--- config.mk ---
export PLATFORM = sky130hd
export DESIGN_NAME = bwt_occ_req_arbiter
export DESIGN_NICKNAME = d
export VERILOG_FILES = /design/src/rtl/bwt_arb_pkg.sv /design/src/rtl/bwt_occ_req_arbiter_fifo.sv /design/src/rtl/bwt_occ_req_arbiter.sv
export SDC_FILE = /design/constraint.sdc
export NUM_CORES = 2
export LEC_CHECK = 0
export BUFFER_PORTS_ARGS = -buffer_cell sky130_fd_sc_hd__clkbuf_2
export CAP_MARGIN = 25
export CORE_MARGIN = 8
export CORE_UTILIZATION = 26
export DETAILED_ROUTE_END_ITERATION = 10
export GPL_TIMING_DRIVEN = 0
export HOLD_SLACK_MARGIN = 0.06
export SYNTH_ARGS = -nofsm -noshare
export SYNTH_HDL_FRONTEND = slang
export SYNTH_HIERARCHICAL = 1
export SYNTH_SLANG_ARGS = --single-unit
export TNS_END_PERCENT = 30
--- constraint.sdc ---
create_clock -name clk -period 13.4 [get_ports clk]
set_input_delay 2.68 -clock clk [delete_from_list [all_inputs] [get_ports clk]]
set_output_delay 2.68 -clock clk [all_outputs]
set_load 0.02 [all_outputs]
--- src/rtl/bwt_arb_pkg.sv ---
// bwt_arb_pkg: shared widths, tag layout, FSM encoding and request record for the occ-request arbiter
package bwt_arb_pkg;
    localparam int ADDR_W = 42;
    localparam int TAG_W = 9;
    localparam int KL_BIT = 0;
    localparam int SRC_BIT = TAG_W + 1;
    localparam logic SRC_FWD = 1'b0;
    localparam logic SRC_BWD = 1'b1;
    typedef enum logic [1:0] {IDLE, ISSUE_K, ISSUE_L} arb_state_e;
    typedef struct packed {
        logic [ADDR_W-1:0] k;
        logic [ADDR_W-1:0] l;
        logic [TAG_W-1:0] rn;
    } req_t;
    function automatic logic [TAG_W+1:0] mk_tag(input logic src, input logic [TAG_W-1:0] rn, input logic kl);
        return {src, rn, kl};
    endfunction
endpackage

--- src/rtl/bwt_occ_req_arbiter_fifo.sv ---
// bwt_req_fifo: sync request FIFO exposing head, head+1 and count; a push that finds it full without a pop is dropped
module bwt_req_fifo
    import bwt_arb_pkg::*;
#(
    parameter int DEPTH = 8
) (
    input  logic                     clk,
    input  logic                     rst,
    input  logic                     push,
    input  req_t                     din,
    input  logic                     pop,
    output req_t                     head,
    output req_t                     head_next,
    output logic [$clog2(DEPTH):0]   count,
    output logic                     drop
);
    localparam int AW = $clog2(DEPTH);
    req_t mem [DEPTH];
    logic [AW-1:0] wr_ptr, rd_ptr, rd_nxt;
    logic do_push, do_pop;
    assign do_pop = pop && count != '0;
    assign do_push = push && (count != (AW+1)'(DEPTH) || do_pop);
    assign drop = rst && push && !do_push;
    assign rd_nxt = rd_ptr + AW'(1);
    assign head = mem[rd_ptr];
    assign head_next = mem[rd_nxt];
    always_ff @(posedge clk) begin
        if (do_push)
            mem[wr_ptr] <= din;
    end
    always_ff @(posedge clk) begin
        if (!rst) begin
            wr_ptr <= '0;
            rd_ptr <= '0;
            count <= '0;
        end else begin
            if (do_push)
                wr_ptr <= wr_ptr + AW'(1);
            if (do_pop)
                rd_ptr <= rd_nxt;
            count <= count + (AW+1)'(do_push) - (AW+1)'(do_pop);
        end
    end
endmodule

--- src/rtl/bwt_occ_req_arbiter.sv ---
// bwt_occ_req_arbiter: round-robin share of the occurrence-memory port, two beats (k then l) per request
module bwt_occ_req_arbiter
    import bwt_arb_pkg::*;
#(
    parameter int DEPTH = 8,
    parameter int SLACK = 4
) (
    input  logic              clk,
    input  logic              rst,
    input  logic              f_req_valid,
    input  logic [ADDR_W-1:0] f_addr_k,
    input  logic [ADDR_W-1:0] f_addr_l,
    input  logic [TAG_W-1:0]  f_read_num,
    input  logic              b_req_valid,
    input  logic [ADDR_W-1:0] b_addr_k,
    input  logic [ADDR_W-1:0] b_addr_l,
    input  logic [TAG_W-1:0]  b_read_num,
    output logic              f_stall,
    output logic              b_stall,
    output logic              mem_req_valid,
    input  logic              mem_req_ready,
    output logic [ADDR_W-1:0] mem_req_addr,
    output logic [TAG_W+1:0]  mem_req_tag,
    output logic              ovf_err
);
    localparam int CW = $clog2(DEPTH) + 1;
    arb_state_e state, state_nxt;
    logic gnt, gnt_nxt, last, last_nxt, pick, valid_nxt;
    logic [ADDR_W-1:0] addr_nxt;
    logic [TAG_W+1:0] tag_nxt;
    req_t f_head, f_head2, b_head, b_head2, nxt_req, cur;
    logic [CW-1:0] f_cnt, b_cnt;
    logic f_drop, b_drop, f_pop, b_pop, fire_l, f_left, b_left;

    bwt_req_fifo #(.DEPTH(DEPTH)) u_f_fifo (
        .clk(clk), .rst(rst), .push(f_req_valid), .din({f_addr_k, f_addr_l, f_read_num}),
        .pop(f_pop), .head(f_head), .head_next(f_head2), .count(f_cnt), .drop(f_drop)
    );
    bwt_req_fifo #(.DEPTH(DEPTH)) u_b_fifo (
        .clk(clk), .rst(rst), .push(b_req_valid), .din({b_addr_k, b_addr_l, b_read_num}),
        .pop(b_pop), .head(b_head), .head_next(b_head2), .count(b_cnt), .drop(b_drop)
    );

    assign f_stall = rst && f_cnt >= CW'(DEPTH - SLACK);
    assign b_stall = rst && b_cnt >= CW'(DEPTH - SLACK);
    assign fire_l = state == ISSUE_L && mem_req_ready;
    assign f_pop = fire_l && gnt == SRC_FWD;
    assign b_pop = fire_l && gnt == SRC_BWD;
    // occupancy as it will be once the finishing request leaves, so re-grant needs no bubble
    assign f_left = f_cnt > CW'(f_pop);
    assign b_left = b_cnt > CW'(b_pop);
    assign last_nxt = fire_l ? gnt : last;
    assign pick = (f_left && b_left) ? ~last_nxt : b_left;
    assign nxt_req = pick ? (b_pop ? b_head2 : b_head) : (f_pop ? f_head2 : f_head);
    assign cur = gnt ? b_head : f_head;

    always_comb begin
        state_nxt = state;
        gnt_nxt = gnt;
        valid_nxt = mem_req_valid;
        addr_nxt = mem_req_addr;
        tag_nxt = mem_req_tag;
        if ((state == IDLE || fire_l) && (f_left || b_left)) begin
            state_nxt = ISSUE_K;
            gnt_nxt = pick;
            valid_nxt = 1'b1;
            addr_nxt = nxt_req.k;
            tag_nxt = mk_tag(pick, nxt_req.rn, 1'b0);
        end else if (fire_l || !(state inside {ISSUE_K, ISSUE_L})) begin
            state_nxt = IDLE;
            valid_nxt = 1'b0;
        end else if (state == ISSUE_K && mem_req_ready) begin
            state_nxt = ISSUE_L;
            addr_nxt = cur.l;
            tag_nxt = mk_tag(gnt, cur.rn, 1'b1);
        end
    end

    always_ff @(posedge clk) begin
        if (!rst) begin
            state <= IDLE;
            gnt <= SRC_FWD;
            last <= SRC_BWD;
            mem_req_valid <= 1'b0;
            mem_req_addr <= '0;
            mem_req_tag <= '0;
            ovf_err <= 1'b0;
        end else begin
            state <= state_nxt;
            gnt <= gnt_nxt;
            last <= last_nxt;
            mem_req_valid <= valid_nxt;
            mem_req_addr <= addr_nxt;
            mem_req_tag <= tag_nxt;
            ovf_err <= ovf_err | f_drop | b_drop;
        end
    end
endmodule

==> flow_metrics.env <==
export IMPL_outcome="finished, final reports clean"
export IMPL_rsz0062_at_grt="false"
export IMPL_worstPathCellList="clkbuf_2 > and4bb_1 > buf_2 > buf_2 > buf_2 > nor2b_1 > o21ai_2 > nor3_2 > buf_8 > buf_6 > buf_6 > buf_6 > buf_6 > buf_6 > buf_6"
export IMPL_cts_buffers=170
export IMPL_p_leak_nw=24.7
export IMPL_ys_warn_count=6
export IMPL_dieArea_um2=278000
export IMPL_area_growth_pct=19.1
export IMPL_dieWidth_um=527
export IMPL_cts_tree="yes"
export IMPL_htreeDepth=4
export IMPL_antenna_found_initial=128
export IMPL_utilization_pct=31.1
export IMPL_routed_wl_um=206000
export IMPL_avgRoutedWirePerCell_um=27.7
export IMPL_max_cap_violations=0
export IMPL_post_cts_buffers=0
export IMPL_dp_hpwl_um=153000
export IMPL_timing_final_crit_share_pct=48.8
export IMPL_placedInstanceArea_um2=75600
export IMPL_path_max_fanout=15
export IMPL_core_um2=260000
export IMPL_hold_viol_final=0
export IMPL_grt_pass1_wl_um=287000
export IMPL_postRouteAntennaNets=0
export IMPL_dp_slack_ns=6.08
export IMPL_min_period_ns=6.53
export IMPL_drc=0
export IMPL_slowest_delay_ns=0.69
export IMPL_nets=3997
export IMPL_postCtsHoldBufs=0
export IMPL_cp_common_cell="buf_6"
export IMPL_grt_pass1_vias=36900
export IMPL_start_util_pct=26.2
export IMPL_insertion_delay_ns=0.79
export IMPL_gp_congestion=0.881
export IMPL_tightest_slew_ns=0.966
export IMPL_fmax_ghz=0.153
export IMPL_end_kind="register"
export IMPL_clkTransAtPathRegs_ns=0.05
export IMPL_cts_resized=0
export IMPL_ctsLongestPathBuffers=3
export IMPL_grt_use_total_pct=14.4
export IMPL_die_height_um=527
export IMPL_cts_root_buf="clkbuf_16"
export IMPL_grt_overflow_total=0
export IMPL_postSynthCellCount=3217
export IMPL_slew_violations=0
export IMPL_boundaryPins=248
export IMPL_skew_ns=0.0365
export IMPL_viasPerCell=4.82
export IMPL_min_path_type="register to register"
export IMPL_p_per_area_nw_per_um2=149
export IMPL_syn_area_um2=68000
export IMPL_crit_path_top_delay_cell="nor3_2"
export IMPL_slew_headroom_pct=33.8
export IMPL_crit_family="buffers and inverters"
export IMPL_setup_ws_ns=6.87
export IMPL_final_area_um2=81000
export IMPL_cts_sinks=1573
export IMPL_required_ns=13.87
export IMPL_setup_viol=0
export IMPL_drt_pass1_iter_count=5
export IMPL_num_vias=35900
export IMPL_rows=187
export IMPL_worst_setup_path_type="input port to register"
export IMPL_drt_iter0_markers=3432
export IMPL_crit_arrival_ns=7.01
export IMPL_p_total_w=0.0121
export IMPL_cp_buffers_inverters=11
export IMPL_crit_path_start_kind="input port"
export IMPL_synth_fp_nets=3426
export IMPL_postSynthAreaPerCell_um2=21.1
export IMPL_peakVddDrop_uv=140
export IMPL_grt_start_max_net_pins=25
export IMPL_io_buffers=247
export IMPL_drive_above_1_share_pct=42.5
export IMPL_fin_setup_tns_ns=0
==> power breakdown <==
part	total [W]	internal, W	switching, W
sequential	0.00582	0.00571	0.000113
clock	0.00449	0.00261	0.00188
combinational	0.00178	0.000657	0.00113
total	0.0121	0.00898	0.00312
==> metal layers <==
layer | share of wire (%) | GRT usage, %
met5 | 0.25 | 0
met4 | 5.0 | 6.79
met3 | 7.8 | 4.11
met2 | 48 | 23.5
met1 | 39 | 17.6
==> final cells by class <==
type,count,area (um^2)
Clock buffer,209,4480
Fill cell,24900,179000
Multi-Input combinational cell,1388,20200
Tap cell,3496,4370
Timing Repair Buffer,399,3130
Buffer,239,1460
Antenna cell,30,75.1
Inverter,17,63.8
Sequential cell,1573,46400
Clock inverter,90,812
==> worst register-to-register path, delay by kind of cell, from the launching register on <==
kind	cells	cell delay, ns
buf+inv	11	2.64
simple gates	3	1.54
flops	1	0.29
compound gates	1	0.21
==> cells in the final DEF (no fill, tap or decap), types with 13 or more instances in the layout <==
cell and n:
buf_12 21, diode_2 30, nor2_1 63, mux4_2 576
o2111ai_1 51, clkinv_2 25, clkbuf_2 247, a21oi_1 63
ha_1 16, buf_8 14, bufinv_16 13, dfxtp_1 85
mux2_2 289, buf_2 81, clkbuf_1 111, o221ai_1 51
buf_1 17, buf_6 148, buf_4 29, nand2b_1 61
mux2i_1 110, clkinv_1 38, inv_1 16, nand2_1 19
edfxtp_1 1488, clkbuf_16 172
==> state kept, by name, indices dropped and copies added (netlist names), 2 cells and up, named ones only <==
register         count
u_b_fifo/mem       744
u_f_fifo/mem       744
mem_req_addr        42
mem_req_tag         11
u_b_fifo/count       4
u_f_fifo/count       4
u_b_fifo/rd_ptr      3
u_b_fifo/wr_ptr      3
u_f_fifo/rd_ptr      3
u_f_fifo/wr_ptr      3
state                2
==> per-stage QoR <==
step | hold WS [ns] | std cells
2_1_floorplan | 0.463 | 3217
3_3_place_gp | 0.449 | 6960
3_5_place_dp | 0.464 | 7112
4_1_cts | 0.472 | 7411
5_1_grt | 0.496 | 7424
6_report | 0.464 | 7441
==> path summary, 6_finish.rpt <==
path / from / end / slack (ns) / cells after the start
min reg2reg: mem_req_tag[0] / mem_req_tag[0] / 0.46 / 2
max: mem_req_ready / u_f_fifo/mem[4][25] / 6.87 / 15
max reg2reg: gnt / u_f_fifo/mem[4][25] / 8.37 / 15
min: mem_req_tag[0] / mem_req_tag[0] / 0.46 / 2
Power figures use the tool's default switching activity.
